--- src/rtl/fetch_unit.sv ---
// Instruction-fetch stage: PC, imem req/ack handshake, IF/ID register with
// a one-entry skid buffer for downstream stall, and redirect with flush.
module fetch_unit #(
  parameter int                    PC_WIDTH = 8,
  parameter logic [PC_WIDTH-1:0]   RESET_PC = '0
) (
  input  logic                clk,
  input  logic                rst_n,
  output logic                imem_req,
  output logic [PC_WIDTH-1:0] imem_addr,
  input  logic                imem_ack,
  input  logic [15:0]         imem_rdata,
  input  logic                stall,
  input  logic                redirect_valid,
  input  logic [PC_WIDTH-1:0] redirect_pc,
  output logic                instr_valid,
  output logic [15:0]         instruction,
  output logic [2:0]          opcode,
  output logic [PC_WIDTH-1:0] instr_pc
);

  typedef enum logic [1:0] {ISSUE, FULL, FLUSH} state_t;

  typedef struct packed {
    logic [15:0]         instr;
    logic [PC_WIDTH-1:0] pc;
  } ifid_t;

  state_t              state;
  logic [PC_WIDTH-1:0] pc;
  logic [PC_WIDTH-1:0] pending_pc;
  ifid_t               skid;
  logic                can_load;
  logic                consume;

  assign imem_req  = (state != FULL);
  assign imem_addr = pc;
  assign can_load  = !instr_valid || !stall;
  assign consume   = instr_valid && !stall;

  // The skid buffer is occupied exactly when state is FULL, so leaving FULL empties it.
  always_ff @(posedge clk or negedge rst_n) begin
    if (!rst_n) begin
      state       <= ISSUE;
      pc          <= RESET_PC;
      pending_pc  <= '0;
      skid        <= '0;
      instr_valid <= 1'b0;
      instruction <= '0;
      opcode      <= '0;
      instr_pc    <= '0;
    end else if (redirect_valid) begin
      instr_valid <= 1'b0;
      // With no request left in flight the target can be issued next cycle.
      if (state == FULL || imem_ack) begin
        pc    <= redirect_pc;
        state <= ISSUE;
      end else begin
        pending_pc <= redirect_pc;
        state      <= FLUSH;
      end
    end else begin
      case (state)
        ISSUE: begin
          if (imem_ack && can_load) begin
            instruction <= imem_rdata;
            opcode      <= imem_rdata[15:13];
            instr_pc    <= pc;
            instr_valid <= 1'b1;
            pc          <= pc + 1'b1;
          end else if (imem_ack) begin
            skid  <= '{instr: imem_rdata, pc: pc};
            pc    <= pc + 1'b1;
            state <= FULL;
          end else if (consume) begin
            instr_valid <= 1'b0;
          end
        end
        FULL: begin
          if (!stall) begin
            instruction <= skid.instr;
            opcode      <= skid.instr[15:13];
            instr_pc    <= skid.pc;
            instr_valid <= 1'b1;
            state       <= ISSUE;
          end
        end
        FLUSH: begin
          if (imem_ack) begin
            pc    <= pending_pc;
            state <= ISSUE;
          end
        end
        default: state <= ISSUE;
      endcase
    end
  end

endmodule

--- config.mk ---
export PLATFORM = sky130hd
export DESIGN_NAME = fetch_unit
export DESIGN_NICKNAME = d
export VERILOG_FILES = /design/src/rtl/fetch_unit.sv
export SDC_FILE = /design/constraint.sdc
export NUM_CORES = 1
export LEC_CHECK = 0
export CORE_ASPECT_RATIO = 2
export CORE_UTILIZATION = 35
export DETAILED_ROUTE_END_ITERATION = 10
export GPL_ROUTABILITY_DRIVEN = 0
export PLACE_DENSITY = 0.69
export SLEW_MARGIN = 30
export SYNTH_ARGS = -nofsm -noshare
export SYNTH_HDL_FRONTEND = slang
export SYNTH_SLANG_ARGS = --single-unit
--- constraint.sdc ---
create_clock -name clk -period 2.2 [get_ports clk]
set_clock_uncertainty 0.05 [all_clocks]
set_input_delay 0.22 -clock clk [delete_from_list [all_inputs] [get_ports clk]]
set_output_delay 0.22 -clock clk [all_outputs]
set_load 0.01 [all_outputs]
==> summary by stage, run 1 <==
Worst setup path
The slowest cell on the critical path is clkdlybuf4s50_1. Along the worst path, the maximum fanout reaches 9. Following the worst setup path forward leads to its endpoint at imem_req.

On the worst path, the slowest cell contributes a delay of 0.53 ns. Traced cell by cell, the critical path runs through and2b_2 -> inv_1 -> clkdlybuf4s50_1. Data arrives at the worst endpoint at 1.79 ns. STA classifies the critical path endpoint as a primary output. STA classifies the critical path startpoint as a register.

The critical path start-end classification is reg2out. The register-to-register setup slack is 0.45 ns. The launching point of the worst reg2reg path is state[1]. In this run the worst setup path begins at state[1]. The required time of the critical path is 1.93 ns. The reg-to-reg endpoint is pending_pc[5]. The number of cell instances on the worst register-to-register path is 3.

Final layout
Counting the fill cells in the layout gives 777. Cells with a size suffix above 1 make up 18.2% of the layout. The repair_antennas step left the layout with diodes totalling 0. The post-synthesis to final-layout area growth is 33.4%. In the final design database the tool counted 372 nets. At the end of the flow the core is filled with cells to 48.4%.

Status
The flow ran to the end, and the final reports show no timing, DRC or antenna violations.

Floorplanning
The die is 136 µm tall. During I/O placement, the number of pins put on the boundary was 66. The starting density of the core is 36.3%. The die covers 0.00944 mm². The die extent in x is 69.2 µm. The floorplan has 48 rows. The floorplan step defined a core boundary enclosing 0.00871 mm².

Timing
The minimum period implied by the final worst setup slack is 2.06 ns. The final-report max-slew violation count is 0. The number of failing setup endpoints in the final timing report is 0. The final hold violation count came to 0.

Setup repair after global routing left no endpoint under its margin. The tightest hold path in the finished design has a slack of 0.250 ns. The final setup TNS is 0 ns.

Of the available clock period, the critical path in the final layout requires 93.4%. At the pin with the least slew margin, the transition time is 0.423 ns. The relative slew slack is 71.7%. Static timing analysis puts the maximum clock frequency at 0.486 GHz.

Placed design
Input and output buffers added on the ports amount to 65. The detailed placement HPWL is 5090 µm.

Synthesis
The most used flip-flop cell after synthesis is dfrtp_1. The number of standard cells after synthesis is 274. The number of storage elements in the synthesis netlist is 67. The share of synthesized area occupied by flip-flops and latches is 53.0%. The average cell area after synthesis is 11.5 µm². The share of flip-flops with an asynchronous set or reset after synthesis is 100%.

The net count after synthesis is 304. The post-synthesis instance area is 0.00316 mm². The number of distinct library cells after synthesis is 41. For this run, the number of Yosys warnings is 0. The number of flops mapped to enable cells by yosys is 0.

Pwr
The peak supply drop is 0.427 mV. The leakage power of the design is 1.77 nW. The combinational power share is 21.5%. For this design the ratio of total power to cell area is 926 mW/mm².

Internal power comes to 0.00289 W. The switching power is 0.00101 W. The sequential cell fraction of total power is 43.3%. The clock share of power is 35.2%. The switching share of power is 25.8%.

Clock network
The total number of H-tree levels is 3. TritonCTS created 9 clock buffers. The master cell of the clock root buffer is clkbuf_16. The clock tree from TritonCTS is yes.

The post-cts gate resize count is 0. The hold-fix buffer count after cts is 1. The number of setup buffers added after CTS is 0. The worst-case clock buffer depth is 2. The latest clock arrival within the worst-skew pair is 0.33 ns. Clock-pin slew was measured on the worst setup and hold paths at 0.05 ns. The clock net in this run drives a total of 67 sinks.

Detailed routing
The per-cell routed wire length is 15.1 µm. The final routed DRC violation total is 0. The final route contains 2256 vias. The number of violations reported at the end of detailed-routing iteration 0 is 76. The total wire length is 6770 µm. In the routed layout, each cell is associated on average with a via count of 5.05. Before antenna repair, the detailed router went through 4 iterations. The number of antenna-violating nets in the routed design is 0.

GRT
The number of global-route vias before repair is 2217. Global routing consumed, over all layers together, 15.5% of the routing resources. The global route total overflow is 0. The number of antenna violations at the first check in global routing was 0.

Entering global routing, the biggest net connects 49 pins. The first global-routing pass estimated 11100 µm of wire.

Min path
The type of the tightest min-delay check is in2async.

Flow run
The number of maximum-capacitance violations is 0.
flip-flops by register name, summed over array words and instances (netlist names):
register     flops
skid            24
instruction     16
imem_addr        8
instr_pc         8
pending_pc       8
state            2
instr_valid      1
worst max-delay path: cells and delay by family, from the launching register on:
family / cells / cell delay, ns
buf+inv: 2 / 0.62
simple gates: 1 / 0.35
flops: 1 / 0.50
layout make-up:
type                    count  area, µm²  share of cell area [%]
flip-flops and latches     67       1680                    39.8
multi-input cells         184       1340                    31.8
repair buffers             76        768                    18.2
clock buffers              15        288                    6.82
well taps                 100        125                    2.97
inverters                   4       15.0                   0.356
clock inverters             1       5.00                   0.119
per-stage QoR:
step	cell area (µm²)	total power [W]	setup WS (ns)	instances
2_1_floorplan	3160	0.00210	0.567	274
3_3_place_gp	3910	0.00253	0.329	430
3_5_place_dp	3910	0.00256	0.293	430
4_1_cts	4220	0.00395	0.123	447
5_1_grt	4220	0.00411	0.0666	447
6_report	4220	0.00390	0.144	447
layout by cell type (no fill, tap or decap), types with 2 or more instances in the layout:
master,instances
clkbuf_16,9
nand2b_1,3
nor3_4,2
nor2b_1,2
buf_12,3
o211ai_1,2
o21ai_0,36
a22o_1,2
clkdlybuf4s50_1,64
inv_1,4
a222oi_1,2
a221oi_1,2
mux2i_1,25
buf_4,7
a32o_1,2
dfrtp_1,67
xnor2_1,2
mux2_2,32
a21oi_1,7
nand2_1,31
a31o_2,2
clkbuf_8,4
nand3_1,3
and3_1,3
clkbuf_1,2
nor2_1,10
layer usage:
layer  track usage [%]  vias up  share of wire (%)
met5                 0        -                  0
li1                  -     1105                  -
met4              8.28        0                2.4
met1              16.6     1088                 38
met2              28.0       49                 57
met3              3.41       14                3.2
synth_stat cells (all sizes together), types with 2 or more instances:
master / count / area share (%)
a21oi: 7 / 1.1
a221oi: 2 / 0.55
a222oi: 2 / 0.63
a22o: 2 / 0.55
a31o: 2 / 0.55
a32o: 2 / 0.63
and2b: 2 / 0.51
and3: 3 / 0.59
buf: 13 / 3.4
clkbuf: 6 / 0.71
dfrtp: 67 / 53
inv: 4 / 0.47
mux2: 33 / 12
mux2i: 25 / 7.9
nand2: 31 / 3.7
nand2b: 3 / 0.59
nand3: 3 / 0.47
nor2: 10 / 1.2
nor2b: 2 / 0.40
nor3: 2 / 1.0
o211ai: 2 / 0.47
o21ai: 37 / 6.2
xnor2: 2 / 0.55
power by group through the flow:
stage / clock network [W] / logic, W / registers, W
after floorplan: 0 / 0.000388 / 0.00172
after CTS: 0.00140 / 0.000852 / 0.00169
final: 0.00137 / 0.000839 / 0.00169
after global routing: 0.00147 / 0.000913 / 0.00173
after global placement: 0 / 0.000831 / 0.00170
after detailed placement: 0 / 0.000848 / 0.00172
how the worst min path moves through the flow:
stage | cells after the start | endpoint | slack, ns | from
2_1_floorplan | 0 | imem_addr[0] | -0.13 | rst_n
3_3_place_gp | 1 | instr_pc[5] | 0.05 | rst_n
3_5_place_dp | 1 | instr_pc[5] | 0.06 | rst_n
4_1_cts | 2 | skid[5] | 0.24 | rst_n
5_1_grt | 2 | instr_pc[5] | 0.27 | rst_n
6_report | 2 | skid[5] | 0.25 | rst_n
logic make-up after synthesis:
family                     synth area share [%]
and+or+nand+nor                            9.30
DFF                                        53.0
AOI/OAI and AO/OA                          12.2
muxes                                      19.7
xor gates and xnor gates                  0.832
buffers and inverters                      4.59
adders and majority gates                 0.396
Power figures use the tool's default switching activity.
==> run 2: changes to the inputs <==
- CORE_UTILIZATION: 35 -> 45
- GPL_ROUTABILITY_DRIVEN: 0 -> 1
- PLACE_DENSITY: 0.69 -> 0.83
==> run 2 against run 1 <==
Final cell count shrank 3.4%; clock-buffer cell count decreased by 2; first-iteration DRC count up 32%; critical path type unchanged; critical endpoint unchanged.
==> summary by stage, run 2 (same netlist as run 1, synthesis figures left out) <==
Timing
In the final timing run, aggregate negative setup slack is 0 ns. The number of failing setup endpoints in the final timing report is 0. Measured against its own limit, the worst slew margin works out to 72.0%.

The final hold violation count is 0. Setup repair after global routing left no endpoint under its margin. The final-report max-slew violation count was 0.

Based on the critical path, the design can be clocked at up to 0.480 GHz. For the pin with the worst max-slew slack, the measured transition is 0.419 ns. The ratio of final minimum period to clock period is 94.7%. The clock period could shrink to 2.08 ns.

Once routing completed, OpenROAD measured the worst setup slack at 0.116 ns.

Detailed routing
The detailed router finished its first iteration with 100 violations. The number of antenna-violating nets in the routed design is 0. The per-cell routed wire length is 15.9 µm. For this block, the routed nets add up to 6880 µm of wire. Using the TritonRoute via totals, the vias-per-cell ratio works out to 5.44.

The final routed DRC violation total is 0. Across all layers, the routed design uses 2352 vias. The pre-antenna-repair detailed-routing pass consisted of 4 iterations.

Floorplanning
The boundary pin count is 66. The area of the core region is 0.00673 mm². The initial utilization of the core area, before any placement, comes to 47.0%. Row generation in the floorplan step produced 42 rows. The floorplan die height is 121 µm.

The die area is 0.00738 mm². The die extent in x is 61.3 µm.

Worst setup path
The worst setup path is captured at a primary output. The register-to-register setup slack is 0.36 ns. By startpoint and endpoint, the worst setup path is classified as reg2out. The required time of the critical path is 1.93 ns. Tracing the worst setup path back leads to its startpoint at state[1]. In this run the worst setup path terminates at imem_req.

The worst register-to-register path has a depth of 4. Of all nets on the critical path, the largest fanout is 12. The reg-to-reg endpoint is imem_addr[4].

For the worst setup path, the data arrival time is 1.81 ns. The worst register-to-register path begins at state[1]. The startpoint type of the worst setup path is a register.

Placed design
The cell area reported after detailed placement is 0.00388 mm². Port buffering added 65 buffers. The HPWL after detailed placement is 4720 µm. OpenSTA, run right after detailed placement, puts the worst setup slack at 0.284 ns. The routability-driven placement congestion ratio is 0.864.

Clock network
The master cell of the clock root buffer is clkbuf_16. TritonCTS built the clock tree. The number of clock sinks seen by CTS is 67. The total number of H-tree levels is 3. The latest clock arrival within the worst-skew pair is 0.33 ns. The clock input transition at the sequential cells of the worst setup and hold paths is 0.05 ns. Buffers inserted during clock tree synthesis total 9. The worst-case clock buffer depth is 2.

Pwr
VDD sags by at most 0.596 mV. Summed over all cells, the static leakage comes to 1.76 nW. The total power draw is 0.00389 W. Power spread over the standard cell area amounts to 932 mW/mm².

Final layout
Leaving out fill and tap cells, the most frequent cell in the layout is dfrtp_1. Fill cells in the final layout number 573. The register with the most flip-flops in the layout has 24 of them. The area of combinational cells with multiple inputs is 0.00134 mm². Relative to the synthesized area, the layout overhead comes to 32.1%. The post-layout net count is 370. The final design area excluding fillers is 0.00418 mm². Of the cells placed in the final design, the portion with a size suffix greater than 1 is 17.7%. The repair_antennas step left the layout with diodes totalling 0.

In the layout the commonest cells are 67 x dfrtp_1, 64 x clkdlybuf4s50_1, 36 x o21ai_0. The largest registers in the layout are skid x24, instruction x16. The register with the most flip-flops is skid.

The register area is 0.00168 mm².

Flow run
The number of maximum-capacitance violations is 0.

GRT
The global-route wire length before repair is 11200 µm. The pin count of the biggest net entering global routing is 68. The number of global-route vias before repair is 2396. The number of antenna violations at the first check in global routing is 0.

After global routing the overflow that remains totals 0. Global routing used 21.1% of the available tracks across all layers.

Status
The run finished with clean final reports.

Min path
The worst hold path belongs to the class in2async.
## run 2: changes by cell type in the layout (fill, tap and decap cells not counted), sizes merged
cell / change
buf: -2
clkbuf: -2
clkinv: +1
## run 2: how the worst min path moves through the flow
stage           from             end  cells after the start
2_1_floorplan  rst_n    imem_addr[0]                      0
3_3_place_gp   rst_n     instr_pc[5]                      2
3_5_place_dp   rst_n     instr_pc[5]                      2
4_1_cts        rst_n  instruction[0]                      3
5_1_grt        rst_n     instr_pc[5]                      3
6_report       rst_n  instruction[0]                      3
## run 2: report_power, final
part / switching (W) / internal, W
logic: 0.000345 / 0.000506
registers: 0.000193 / 0.00150
clock network: 0.000498 / 0.000844
total: 0.00104 / 0.00285
## run 2: per-layer routing
| metal | global-route usage [%] | routed length (µm) | part of all wire [%] | up-vias |
|---|---|---|---|---|
| met4 | 10.4 | 176 | 2.6 | 0 |
| met5 | 0 | 0 | 0 | - |
| met3 | 5.88 | 313 | 4.6 | 12 |
| met1 | 23.0 | 2560 | 37 | 1176 |
| met2 | 35.8 | 3830 | 56 | 65 |
| li1 | - | - | - | 1099 |
## run 2: through the flow
stage / cells / hold slack [ns] / utilization, %
after floorplan: 274 / -0.126 / -
after CTS: 432 / 0.393 / 62.1
after global placement: 416 / 0.211 / 57.7
after detailed placement: 416 / 0.212 / 57.7
after global routing: 432 / 0.422 / 62.1
final: 432 / 0.374 / 62.1
## run 2: timing repair
| action | CTS | global route |
|---|---|---|
| endpoints found under the setup margin | 0 | 1 |
| hold buffers | 1 | 0 |
| setup buffers | 0 | 0 |
| endpoints found under the hold margin | 67 | 0 |
| gates resized for setup | 0 | 1 |
## run 2: layout make-up
cell class                      count  area share, %
Sequential cell                    67           40.2
Multi-Input combinational cell    184           32.1
Timing Repair Buffer               74           18.0
Clock buffer                       13           6.47
Tap cell                           88           2.64
Inverter                            4          0.360
Clock inverter                      2          0.240
## run 2: critical path, cell delays in order (launching register included)
cell             delay (ns)
dfrtp_1                0.48
and2b_4                0.46
inv_1                  0.07
clkdlybuf4s50_1        0.48
==> run 3: changes to the inputs <==
- CORE_MARGIN: not set -> 5
==> run 3 against run 2 <==
Combinational power rose by 0.5%; critical path type unchanged; non-clock buffer count unchanged; sequential share of layout area shrank 0.46 points; final cell count increased by 0.69%; register-to-register slack better by 0.06 ns.
==> summary by stage, run 3 (same netlist as run 1, synthesis figures left out) <==
Floorplanning
66 I/O pins were placed. The die area is 0.00890 mm². The region available for standard cell placement spans 0.00689 mm².

Row generation in the floorplan step produced 43 rows. The die extent in x is 69.3 µm. The floorplan die height is 129 µm.

For this configuration, the core starts out at a cell density of 45.9%.

Clock network
The root buffer cell chosen for the clock tree is clkbuf_16. After clock tree synthesis, the clock-pin slew on the worst setup and hold paths is 0.05 ns. Once the clock tree was built, the setup fixing pass inserted 0 buffers. The latest clock arrival within the worst-skew pair is 0.33 ns. The clock tree from TritonCTS is yes. Buffers inserted during clock tree synthesis total 9. The longest clock path from root to sink contains 2 buffers. In this run the number of H-tree levels came out at 3. The number of clock sinks seen by CTS is 67.

Timing
Based on the critical path, the design can be clocked at up to 0.482 GHz. The clock period could shrink to 2.07 ns. Measured against its own limit, the worst slew margin works out to 72.5%. The final hold violation count is 0. The ratio of final minimum period to clock period is 94.3%. The final setup TNS is 0 ns.

Setup repair after global routing left no endpoint under its margin. The number of failing setup endpoints in the final timing report is 0. The slew at the pin with the worst max-slew slack is 0.411 ns. The final-report max-slew violation count was 0.

Placed design
The number of cells in the design after placement is 418. Buffers placed on the I/O ports in this run total 65. At the end of routability-driven placement, the weighted congestion stood at 0.807. The detailed placement HPWL is 5230 µm.

Detailed routing
The total number of vias is 2372. The first detailed-routing pass ran for 4 iterations. In the routed layout, each cell is associated on average with a via count of 5.45. Dividing the detail-routed wire length by the instance count gives 16.6 µm. The number of violations reported at the end of detailed-routing iteration 0 is 139.

The total wire length is 7220 µm. The final routed DRC violation total is 0. The number of antenna-violating nets in the routed design is 0.

Worst setup path
The critical path start-end classification is reg2out. For the worst setup path, the data required time is 1.93 ns. The worst setup path is launched from a register. In this run the worst path has a maximum fanout of 9. The signal arrival time at the worst endpoint is 1.80 ns. STA classifies the critical path endpoint as a primary output.

GRT
The number of antenna violations at the first check in global routing came to 0. The pin count of the biggest net entering global routing is 60. The global-route wire length before repair is 11900 µm. For this run the aggregate overflow at the end of global routing stands at 0. The total global-route track usage is 17.2%. The number of global-route vias before repair is 2431.

Pwr
The peak supply drop is 0.512 mV. The power density relative to cell area is 973 mW/mm². The switching power is 0.00105 W. Per report_power, the combinational group accounts for 20.8% of the total.

The design internal power is 0.00306 W. The switching share of power is 25.5%. The total power draw is 0.00411 W. Summed over all cells, the static leakage comes to 1.77 nW. The sequential cell fraction of total power is 41.3%. In this run, the clock network consumes 37.9% of the power.

Final layout
The number of standard cells in the final layout excluding fillers is 435. The ratio of cells with drive above 1 in the final layout is 18.3%. The sequential cells in the finished layout cover a total of 0.00168 mm². The largest registers in the layout are skid x24, instruction x16. Relative to the synthesized area, the layout overhead comes to 33.7%. 0 antenna diodes ended up in the layout.

The area of combinational cells with multiple inputs is 0.00134 mm². The filler cells instantiated in the layout total 600. The top cell types in the final layout, fill and taps aside, are 66 x dfrtp_1, 64 x clkdlybuf4s50_1, 36 x o21ai_0. The post-layout net count is 370. The library cell used most frequently in the layout, excluding fill and tap cells, is dfrtp_1. The flip-flop count of the largest register after layout is 24. The register with the most flip-flops is skid.

Min path
The path class of the tightest hold or removal check is in2async.

Status
The run finished with clean final reports.

Flow run
The number of maximum-capacitance violations is 0.
-- run 3: cell types whose count changed in the layout (fill, tap and decap cells not counted), sizes merged --
cell	previous run	this run
bufinv	0	2
clkbuf	13	12
clkinv	2	1
clkinvlp	0	1
-- run 3: critical path, stage by stage, from the launching register on --
cell             delay (ns)
dfrtp_1                0.51
and2b_2                0.35
inv_1                  0.07
clkdlybuf4s50_1        0.54
-- run 3: area by class of cell --
class	instances	area share, %
sequential	67	39.7
timing repair buffer	74	17.8
clock buffer	12	6.07
tap	90	2.66
clock inverter	4	1.72
inverter	4	0.355
multi-input combinational	184	31.7
-- run 3: path summary, 6_finish.rpt --
check | from | end | slack [ns] | cells after the start
worst min register to register | instruction[8] | instruction[8] | 0.43 | 2
worst min-delay path | rst_n | instr_pc[6] | 0.23 | 2
max in group asynchronous | rst_n | state[0] | 1.28 | 3
worst max register to register | state[1] | imem_addr[6] | 0.42 | 4
worst max-delay path | state[1] | imem_req | 0.13 | 3
min in group clk | instruction[8] | instruction[8] | 0.43 | 2
-- run 3: timing repair --
| action | in CTS | in global routing |
|---|---|---|
| resized for setup | 0 | 1 |
| setup endpoints to repair | 0 | 1 |
| hold buffers | 1 | 0 |
| hold endpoints to repair | 8 | 0 |
-- run 3: power by group through the flow --
stage               clock network (W)  logic (W)  registers (W)
CTS                           0.00159   0.000869        0.00170
detailed placement                  0   0.000859        0.00172
floorplan                           0   0.000388        0.00172
global route                  0.00165   0.000936        0.00173
finish                        0.00156   0.000855        0.00170
global placement                    0   0.000827        0.00170
-- run 3: metal layers --
metal	wire [µm]	GRT usage, %
met1	2590	17.3
met3	285	4.69
met5	0	0
met2	4110	31.9
met4	233	8.86
-- run 3: through the flow --
step / worst slack, ns / hold slack (ns) / util, % / cell area [µm²]
after floorplan: 0.567 / -0.126 / - / 3160
after global placement: 0.341 / 0.0365 / 56.4 / 3890
after detailed placement: 0.300 / 0.0467 / 56.4 / 3890
after CTS: 0.0388 / 0.226 / 61.4 / 4230
after global routing: 0.0523 / 0.265 / 61.4 / 4230
final: 0.126 / 0.229 / 61.4 / 4230
